--- config.mk ---
export PLATFORM = sky130hd
export DESIGN_NAME = seq_fixmul
export DESIGN_NICKNAME = d
export VERILOG_FILES = /design/src/rtl/seq_fixmul.sv
export SDC_FILE = /design/constraint.sdc
export NUM_CORES = 1
export LEC_CHECK = 0
export CORE_MARGIN = 4
export CORE_UTILIZATION = 40
export CTS_CLUSTER_DIAMETER = 120
export CTS_CLUSTER_SIZE = 16
export DETAILED_ROUTE_END_ITERATION = 6
export GPL_ROUTABILITY_DRIVEN = 0
export PLACE_DENSITY = 0.64
export RECOVER_POWER = 50
export SYNTH_ARGS = -nofsm -noshare
export SYNTH_HDL_FRONTEND = slang
export SYNTH_SLANG_ARGS = --single-unit
--- constraint.sdc ---
create_clock -name clk -period 3.5 [get_ports clk]
set_clock_uncertainty 0.05 [all_clocks]
set_input_delay 0.525 -clock clk [delete_from_list [all_inputs] [get_ports clk]]
set_output_delay 0.525 -clock clk [all_outputs]
set_load 0.005 [all_outputs]
--- src/rtl/seq_fixmul.sv ---
// Sequential signed Q-format multiplier: one radix-2 Booth step per clock, then scale and optional saturation.
// Latency WIDTH+2 cycles from the accepting edge to done; start is ignored while ready is low.
module seq_fixmul #(
    parameter int WIDTH    = 16,
    parameter int FRAC     = 8,
    parameter int SATURATE = 1
) (
    input  logic             clk,
    input  logic             rst,
    input  logic             start,
    input  logic [WIDTH-1:0] a,
    input  logic [WIDTH-1:0] b,
    output logic             ready,
    output logic             done,
    output logic [WIDTH-1:0] result,
    output logic             overflow
);

    localparam int PW = 2 * WIDTH + 1;
    localparam int CW = $clog2(WIDTH + 1);

    typedef enum logic [1:0] {IDLE, CALC, FINISH} state_t;

    state_t             state_q;
    logic [WIDTH:0]     mcand_q;
    logic [WIDTH:0]     upper_q;
    logic [WIDTH-1:0]   mplier_q;
    logic               qm1_q;
    logic [CW-1:0]      count_q;
    logic [WIDTH-1:0]   result_q;
    logic               ovf_q;
    logic               ready_q;
    logic               done_q;

    logic [WIDTH:0]     sum;
    logic [WIDTH:0]     upper_d;
    logic [WIDTH-1:0]   mplier_d;
    logic               qm1_d;
    logic signed [PW-1:0] prod;
    logic signed [PW-1:0] scaled;
    logic               pos_ovf;
    logic               neg_ovf;
    logic [WIDTH-1:0]   result_d;
    logic               ovf_d;

    // The upper half carries one guard bit so a -2^(WIDTH-1) multiplicand cannot overflow mid-step.
    always_comb begin
        sum = upper_q;
        case ({mplier_q[0], qm1_q})
            2'b01:   sum = upper_q + mcand_q;
            2'b10:   sum = upper_q - mcand_q;
            default: sum = upper_q;
        endcase
        upper_d  = {sum[WIDTH], sum[WIDTH:1]};
        mplier_d = {sum[0], mplier_q[WIDTH-1:1]};
        qm1_d    = mplier_q[0];
    end

    always_comb begin
        prod     = $signed({upper_q, mplier_q});
        scaled   = prod >>> FRAC;
        pos_ovf  = !scaled[PW-1] && (|scaled[PW-2:WIDTH-1]);
        neg_ovf  = scaled[PW-1] && !(&scaled[PW-2:WIDTH-1]);
        ovf_d    = pos_ovf || neg_ovf;
        result_d = scaled[WIDTH-1:0];
        if (SATURATE != 0 && pos_ovf) begin
            result_d = {1'b0, {(WIDTH-1){1'b1}}};
        end else if (SATURATE != 0 && neg_ovf) begin
            result_d = {1'b1, {(WIDTH-1){1'b0}}};
        end
    end

    always_ff @(posedge clk) begin
        if (rst) begin
            state_q  <= IDLE;
            mcand_q  <= '0;
            upper_q  <= '0;
            mplier_q <= '0;
            qm1_q    <= 1'b0;
            count_q  <= '0;
            result_q <= '0;
            ovf_q    <= 1'b0;
            ready_q  <= 1'b1;
            done_q   <= 1'b0;
        end else begin
            done_q <= 1'b0;
            case (state_q)
                IDLE: begin
                    if (start) begin
                        mcand_q  <= {a[WIDTH-1], a};
                        mplier_q <= b;
                        upper_q  <= '0;
                        qm1_q    <= 1'b0;
                        count_q  <= CW'(WIDTH);
                        ready_q  <= 1'b0;
                        state_q  <= CALC;
                    end
                end
                CALC: begin
                    upper_q  <= upper_d;
                    mplier_q <= mplier_d;
                    qm1_q    <= qm1_d;
                    count_q  <= count_q - CW'(1);
                    if (count_q == CW'(1)) begin
                        state_q <= FINISH;
                    end
                end
                FINISH: begin
                    result_q <= result_d;
                    ovf_q    <= ovf_d;
                    done_q   <= 1'b1;
                    ready_q  <= 1'b1;
                    state_q  <= IDLE;
                end
                default: state_q <= IDLE;
            endcase
        end
    end

    assign ready    = ready_q;
    assign done     = done_q;
    assign result   = result_q;
    assign overflow = ovf_q;

endmodule

==> flow_summary.rst, run 1 <==
.. list-table::
   :header-rows: 1

   * - Metric
     - Value
   * - Post-synthesis instance total
     - 525
   * - TritonCTS clock tree
     - done
   * - Mean post-synth cell area
     - 7.81 um2
   * - Leading cell types by total area after synthesis
     - sky130_fd_sc_hd__dfxtp_1 (37%), sky130_fd_sc_hd__nor2_1 (8.0%), sky130_fd_sc_hd__nand2_1 (6.6%), sky130_fd_sc_hd__ha_1 (6.1%), sky130_fd_sc_hd__a21oi_1 (4.9%)
   * - Cell with the most instances after synthesis
     - sky130_fd_sc_hd__nor2_1
   * - TritonCTS Sinks
     - 75
   * - Residual antenna-violating net count after detailed routing
     - 0
   * - Final setup TNS
     - 0 ns
   * - Number of buffer cells added on primary ports
     - 53
   * - Largest buffer count on any clock path
     - 2
   * - Wire length of the first global-routing pass
     - 16.3 mm
   * - Number of pins with negative max-slew slack in the final report
     - 0
   * - Final count of hold timing violations
     - 0
   * - Biggest area consumer among synthesized cells
     - sky130_fd_sc_hd__dfxtp_1
   * - Logic pwr share
     - 0.314
   * - Root buf cell
     - sky130_fd_sc_hd__clkbuf_8
   * - Remaining global-route overflow
     - 0
   * - Total of flip-flops plus latches after synthesis
     - 75
   * - DP Cell Count
     - 694
   * - H-tree levels
     - 3
   * - Min setup slack post-route
     - 0.0536 ns
   * - DRC violation count after routing
     - 0
   * - Effective utilization at floorplan
     - 0.416
   * - Final setup violation count
     - 0
   * - Total of warnings raised by yosys
     - 0
   * - Data required time at the worst endpoint
     - 3.67 ns
   * - Core utilization of the finished layout
     - 0.507
   * - Path depth of the worst reg2reg path
     - 15
   * - Power, Total
     - 2.41 mW
   * - Hold_buf cts
     - 0
   * - First drt pass iteration count
     - 5
   * - Peak Freq
     - 290 MHz
   * - Die area
     - 11900 um2
   * - Post-Layout Cell Count
     - 712
   * - Routed vias
     - 3766
   * - Leakage dissipation
     - 2.00 nW
   * - Tightest Pin Transition
     - 1.38 ns
   * - Worst supply voltage drop on vdd
     - 0.217 mV
   * - Time the worst path needs with I/O delays and setup
     - 3.45 ns
   * - Layout cells sized above 1
     - 0.0812
   * - Power share of the clock group
     - 0.287
   * - Clock slew at reported path FFs
     - 0.09 ns
   * - Worst hold slack across all endpoints
     - 0.399 ns
   * - Initial antenna violation count
     - 0
   * - Post-route cell area
     - 5000 um2
   * - Worst slew margin relative to its limit
     - 0.0817
   * - Largest net degree at the start of global routing
     - 42
   * - Average wire per cell in the routed design
     - 14.0 um
   * - Number of nets in the finished design
     - 630
   * - Critical path class
     - flip-flop to flip-flop
   * - Hold WC Path Type
     - flip-flop to flip-flop
   * - Number of cells traversed by the worst hold path
     - 2
   * - Proportion of register bits with asynchronous set or reset after synthesis
     - 0
   * - Final critical-path share of the clock period
     - 0.985
   * - Count of unique library cells instantiated by Yosys
     - 63
   * - Core box area
     - 9860 um2
   * - Chip Height
     - 109 um
   * - Post-synth EDFFs
     - 0
   * - Detailed placement HPWL
     - 7.17 mm
   * - Critical path startpoint category
     - flip-flop
   * - Drt initial violations
     - 251
   * - Part of the total power dissipated in sequential elements
     - 0.399
   * - Area share of the leading cell type in the synthesized netlist
     - 0.366
   * - Endpoint arrival time on the critical path
     - 3.62 ns
   * - Area grow syn2layout
     - 21.9%
   * - RSZ-0062 raised after global routing
     - true
   * - Sw power
     - 0.825 mW
   * - Number of placement rows
     - 36
   * - Number of maximum-capacitance violations
     - 0
   * - I/O pin count
     - 54
   * - Synthesized netlist net count
     - 581
   * - Cell area after placement
     - 4760 um2
   * - Design internal power
     - 1.58 mW
   * - Result of the run
     - finished clean
   * - X dimension of the die
     - 109 um
   * - Diode insertion count for antenna repair
     - 0
   * - DR vias/cell
     - 5.29
   * - Post-Synthesis Cell Area
     - 4100 um2
   * - Most used flip-flop cell after synthesis
     - sky130_fd_sc_hd__dfxtp_1
   * - Via count of the first global-routing pass
     - 3507
   * - Most common library cells after synthesis
     - sky130_fd_sc_hd__nor2_1 (87), sky130_fd_sc_hd__dfxtp_1 (75), sky130_fd_sc_hd__nand2_1 (72)
   * - Clock buffers created by TritonCTS
     - 9
   * - Net Sw Frac
     - 0.342
   * - All-layer global routing usage
     - 0.170
   * - Worst-path fanout max
     - 5
   * - Clock latency reported for the late side of the worst-skew pair
     - 0.36 ns
   * - Worst slack at placement
     - 0.0666 ns
   * - Fraction of the yosys area taken by sequential cells
     - 0.366
   * - Worst Setup End Kind
     - flip-flop
   * - DRT Wirelength
     - 9.94 mm
   * - Power per standard cell area
     - 482 nW/um2
path summary, 6_finish.rpt:
check,from,to,slack [ns]
setup reg to reg,mcand_q[0],upper_q[14],0.05
hold / removal,ready,ready,0.40
setup / recovery,mcand_q[0],upper_q[14],0.05
hold reg to reg,ready,ready,0.40
layout make-up:
type,count,area (um2)
Fill cell,948,4860
Multi-Input combinational cell,409,2480
Sequential cell,75,1500
Timing Repair Buffer,63,593
Tap cell,133,166
Clock buffer,10,128
Clock inverter,6,72.6
Inverter,16,60.1
logic make-up after synthesis:
kind of cell             count (synthesis)  synth area share
AO/OA/AOI/OAI                          135             0.221
XOR/XNOR                                25            0.0534
adder cells (fa/ha/maj)                 21            0.0659
buffers and inverters                   41            0.0381
flip-flops                              75             0.366
multiplexers                             2           0.00518
AND/OR/NAND/NOR                        226             0.251
placed cells by master (no fill, tap or decap), drive strengths merged, types with 2 or more instances in the layout:
| master | netlist | layout |
|---|---|---|
| nor4 | 5 | 5 |
| nand2b | 6 | 6 |
| clkdlybuf4s50 | 0 | 32 |
| o21a | 2 | 2 |
| or3 | 2 | 2 |
| a21o | 7 | 7 |
| ha | 20 | 20 |
| o21ai | 31 | 31 |
| nand4b | 3 | 3 |
| inv | 16 | 18 |
| or4 | 3 | 3 |
| xnor2 | 20 | 20 |
| nand4 | 3 | 3 |
| o211ai | 4 | 4 |
| nand2 | 72 | 72 |
| nor2 | 88 | 88 |
| xor2 | 5 | 5 |
| clkinv | 0 | 2 |
| clkbuf | 21 | 12 |
| o31ai | 2 | 2 |
| or2 | 2 | 2 |
| or4b | 2 | 2 |
| nor3 | 28 | 28 |
| a22oi | 9 | 9 |
| nand3 | 2 | 2 |
| dlygate4sd3 | 0 | 20 |
| a211oi | 4 | 4 |
| and3 | 3 | 3 |
| a222oi | 5 | 5 |
| buf | 4 | 9 |
| o22a | 14 | 14 |
| a21oi | 42 | 42 |
| dfxtp | 75 | 75 |
| nor3b | 2 | 2 |
| o22ai | 2 | 2 |
| nor2b | 3 | 3 |
state kept, by name, summed over array words and instances, names as in the netlist:
| signal | count |
|---|---|
| done | 1 |
| result | 16 |
| state_q | 2 |
| qm1_q | 1 |
| mplier_q | 16 |
| mcand_q | 16 |
| overflow | 1 |
| upper_q | 16 |
| count_q | 5 |
| ready | 1 |
power by group through the flow:
| stage | clock [mW] | combinational, mW | sequential, mW |
|---|---|---|---|
| final | 0.691 | 0.757 | 0.961 |
| after global routing | 0.729 | 0.851 | 0.970 |
| after CTS | 0.704 | 0.744 | 0.960 |
| after detailed placement | 0 | 0.739 | 0.980 |
| after global placement | 0 | 0.724 | 0.978 |
| after floorplan | 0 | 0.567 | 0.964 |
layer usage:
layer | vias to the layer above | part of all wire | GRT usage
met4 | 0 | 0.017 | 0.0597
met3 | 14 | 0.052 | 0.0237
met2 | 108 | 0.45 | 0.277
met1 | 1682 | 0.48 | 0.230
met5 | - | 0 | 0
li1 | 1962 | - | -
worst max-delay path: stages, from the launching register on:
cell and delay [ns]:
sky130_fd_sc_hd__dfxtp_2 0.35, sky130_fd_sc_hd__inv_2 0.08, sky130_fd_sc_hd__ha_4 0.15, sky130_fd_sc_hd__or4b_4 0.50, sky130_fd_sc_hd__or3_4 0.36, sky130_fd_sc_hd__nor3_4 0.17
sky130_fd_sc_hd__nor2_1 0.07, sky130_fd_sc_hd__xnor2_1 0.16, sky130_fd_sc_hd__ha_1 0.33, sky130_fd_sc_hd__a21o_1 0.17, sky130_fd_sc_hd__a21o_1 0.19, sky130_fd_sc_hd__a21oi_2 0.14
sky130_fd_sc_hd__o41ai_2 0.09, sky130_fd_sc_hd__xnor2_1 0.14, sky130_fd_sc_hd__a222oi_1 0.30, sky130_fd_sc_hd__nor2_1 0.06
repair_timing:
action                                  4_1_cts  5_1_grt
endpoints found under the setup margin        0        3
hold endpoints to repair                      0        0
setup buffers                                 0        2
gates resized for setup                       0       10
(Power assumes the default switching activity.)
==> inputs of run 2 (changes only) <==
--- a/config.mk
+++ b/config.mk
@@ -8,7 +8,6 @@
 export CORE_MARGIN = 4
 export CORE_UTILIZATION = 40
 export CTS_CLUSTER_DIAMETER = 120
-export CTS_CLUSTER_SIZE = 16
 export DETAILED_ROUTE_END_ITERATION = 6
 export GPL_ROUTABILITY_DRIVEN = 0
 export PLACE_DENSITY = 0.64
==> results of run 2 <==
No change in the layout: final DEF, timing and power equal those of run 1.
==> inputs of run 3 (changes only) <==
--- a/config.mk
+++ b/config.mk
@@ -7,6 +7,7 @@
 export LEC_CHECK = 0
 export CORE_MARGIN = 4
 export CORE_UTILIZATION = 40
+export CTS_BUF_LIST = sky130_fd_sc_hd__clkbuf_16
 export CTS_CLUSTER_DIAMETER = 120
 export DETAILED_ROUTE_END_ITERATION = 6
 export GPL_ROUTABILITY_DRIVEN = 0
==> constraint.sdc (replaced) <==
create_clock -name clk -period 3.5 [get_ports clk]
set_clock_uncertainty 0.05 [all_clocks]
set_input_delay 0.525 -clock clk [delete_from_list [all_inputs] [get_ports clk]]
set_output_delay 0.525 -clock clk [all_outputs]
set_load 0.1 [all_outputs]
==> flow_summary.rst, run 3 (same netlist as run 1, synthesis figures left out) <==
.. list-table::
   :header-rows: 1

   * - Metric
     - Value
   * - Leakage dissipation
     - 1.98 nW (-0.66%)
   * - Tightest Pin Transition
     - 1.34 ns (-0.0377 ns)
   * - Number of buffer cells added on primary ports
     - 53 (unchanged)
   * - Die area
     - 11900 um2 (unchanged)
   * - Endpoint arrival time on the critical path
     - 3.57 ns (-0.05 ns)
   * - Result of the run
     - finished clean
   * - Drt initial violations
     - 224 (-11%)
   * - Layout cells sized above 1
     - 0.0829 (+0.00173)
   * - Worst-path fanout max
     - 5 (unchanged)
   * - Wire length of the first global-routing pass
     - 16.5 mm (+1.1%)
   * - Commonest cells after routing, fill and taps aside
     - sky130_fd_sc_hd__nor2_1 (87), sky130_fd_sc_hd__dfxtp_1 (73), sky130_fd_sc_hd__nand2_1 (72), sky130_fd_sc_hd__clkdlybuf4s50_1 (51), sky130_fd_sc_hd__a21oi_1 (39)
   * - All-layer global routing usage
     - 0.172 (+0.00176)
   * - TritonCTS Sinks
     - 75 (unchanged)
   * - Hold_buf cts
     - 0 (unchanged)
   * - Number of placement rows
     - 36 (unchanged)
   * - RSZ-0062 raised after global routing
     - true
   * - Worst slew margin relative to its limit
     - 0.107 (+0.0252)
   * - Time the worst path needs with I/O delays and setup
     - 3.43 ns (-0.0163 ns)
   * - Critical path class
     - flip-flop to flip-flop
   * - Average wire per cell in the routed design
     - 14.1 um (+0.87%)
   * - Number of maximum-capacitance violations
     - 0 (unchanged)
   * - Core box area
     - 9860 um2 (unchanged)
   * - TritonCTS clock tree
     - done
   * - Power per standard cell area
     - 525 nW/um2 (+8.9%)
   * - Detailed placement HPWL
     - 7.17 mm (unchanged)
   * - Flip-flop and latch area
     - 1500 um2 (unchanged)
   * - Area grow syn2layout
     - 24.4%
   * - Area of combinational cells with multiple inputs
     - 2480 um2 (unchanged)
   * - I/O pin count
     - 54 (unchanged)
   * - Via count of the first global-routing pass
     - 3521 (+0.40%)
   * - Residual antenna-violating net count after detailed routing
     - 0 (unchanged)
   * - Data required time at the worst endpoint
     - 3.64 ns (-0.03 ns)
   * - Routed vias
     - 3746 (-0.53%)
   * - Number of nets in the finished design
     - 630 (unchanged)
   * - X dimension of the die
     - 109 um (unchanged)
   * - First drt pass iteration count
     - 4 (-1)
   * - H-tree levels
     - 3 (unchanged)
   * - Final critical-path share of the clock period
     - 0.980 (-0.00464)
   * - Clock slew at reported path FFs
     - 0.06 ns (-0.03 ns)
   * - Chip Height
     - 109 um (unchanged)
   * - Diode insertion count for antenna repair
     - 0 (unchanged)
   * - DRT Wirelength
     - 10.0 mm (+0.87%)
   * - DR vias/cell
     - 5.26 (-0.53%)
   * - Remaining global-route overflow
     - 0 (unchanged)
   * - Peak Freq
     - 292 MHz (+0.47%)
   * - Effective utilization at floorplan
     - 0.416 (unchanged)
   * - Final count of hold timing violations
     - 0 (unchanged)
   * - Worst supply voltage drop on vdd
     - 0.218 mV (+0.45%)
   * - Critical path startpoint category
     - flip-flop
   * - Hold WC Path Type
     - flip-flop to flip-flop
   * - Worst Setup End Kind
     - flip-flop
   * - Root buf cell
     - sky130_fd_sc_hd__clkbuf_16
   * - Final setup violation count
     - 0 (unchanged)
   * - Clock buffers created by TritonCTS
     - 9 (unchanged)
   * - Largest net degree at the start of global routing
     - 42 (unchanged)
   * - DRC violation count after routing
     - 0 (unchanged)
   * - Initial antenna violation count
     - 0 (unchanged)
   * - Fillcell total
     - 938 (-1.1%)
   * - Core utilization of the finished layout
     - 0.517 (+0.0103)
   * - Number of pins with negative max-slew slack in the final report
     - 0 (unchanged)
   * - Largest buffer count on any clock path
     - 2 (unchanged)
   * - Most common library cell in the layout ignoring fill and taps
     - sky130_fd_sc_hd__nor2_1
   * - Clock latency reported for the late side of the worst-skew pair
     - 0.33 ns (-0.03 ns)
   * - Power, Total
     - 2.68 mW (+11%)
## run 3: cell types whose count changed in the layout (fill, tap and decap cells not counted)
cell / delta
sky130_fd_sc_hd__clkdlybuf4s50_1: +19
sky130_fd_sc_hd__clkbuf_8: -9
sky130_fd_sc_hd__dlygate4sd3_1: -19
sky130_fd_sc_hd__clkbuf_16: +9
sky130_fd_sc_hd__inv_2: +1
sky130_fd_sc_hd__clkbuf_1: -1
## run 3: timing repair
action | 4_1_cts | 5_1_grt
setup buffers | 0 | 2
setup endpoints to repair | 0 | 3
gates resized for setup | 0 | 10
endpoints found under the hold margin | 0 | 0
## run 3: final cells by class
class / instances / area share
multi-input cells: 409 / 0.486
inverters: 16 / 0.0118
clock inverters: 7 / 0.0150
flip-flops and latches: 75 / 0.295
clock buffers: 9 / 0.0441
repair buffers: 63 / 0.116
well taps: 133 / 0.0326
## run 3: path summary, 6_finish.rpt
path / startpoint / end / slack (ns) / cells after the start
max: mcand_q[0] / upper_q[14] / 0.07 / 15
min: ready / ready / 0.40 / 2
max reg2reg: mcand_q[0] / upper_q[14] / 0.07 / 15
min reg2reg: ready / ready / 0.40 / 2
## run 3: stage by stage
stage | hold slack, ns | std cells | worst slack (ns) | setup TNS (ns) | area (um2)
3_3_place_gp | 0.381 | 694 | 0.155 | 0 | 4760
4_1_cts | 0.407 | 710 | 0.0385 | 0 | 5060
3_5_place_dp | 0.395 | 694 | 0.0666 | 0 | 4760
2_1_floorplan | 0.385 | 525 | 0.305 | 0 | 4100
6_report | 0.399 | 712 | 0.0699 | 0 | 5100
5_1_grt | 0.420 | 712 | -0.0771 | -0.0839 | 5100
## run 3: worst max-delay path, stage by stage, from the launching register on
cell and delay (ns):
sky130_fd_sc_hd__dfxtp_2 0.34, sky130_fd_sc_hd__inv_2 0.08, sky130_fd_sc_hd__ha_4 0.14, sky130_fd_sc_hd__or4b_4 0.50, sky130_fd_sc_hd__or3_4 0.36, sky130_fd_sc_hd__nor3_4 0.17, sky130_fd_sc_hd__nor2_1 0.07, sky130_fd_sc_hd__xnor2_1 0.16
sky130_fd_sc_hd__ha_1 0.34, sky130_fd_sc_hd__a21o_1 0.17, sky130_fd_sc_hd__a21o_1 0.19, sky130_fd_sc_hd__a21oi_2 0.13, sky130_fd_sc_hd__o41ai_2 0.09, sky130_fd_sc_hd__xnor2_1 0.14, sky130_fd_sc_hd__a222oi_1 0.30, sky130_fd_sc_hd__nor2_1 0.06
## run 3: report_power, final
| group | internal (mW) | switching, mW |
|---|---|---|
| registers | 0.907 | 0.0554 |
| clock network | 0.557 | 0.380 |
| logic | 0.342 | 0.435 |
## run 3: per-layer routing
metal  wire length (um)  global-route usage  share of wire
met2               4520               0.282           0.45
met1               4900               0.232           0.49
met3                429              0.0219          0.043
met5                  0                   0              0
met4                171              0.0597          0.017
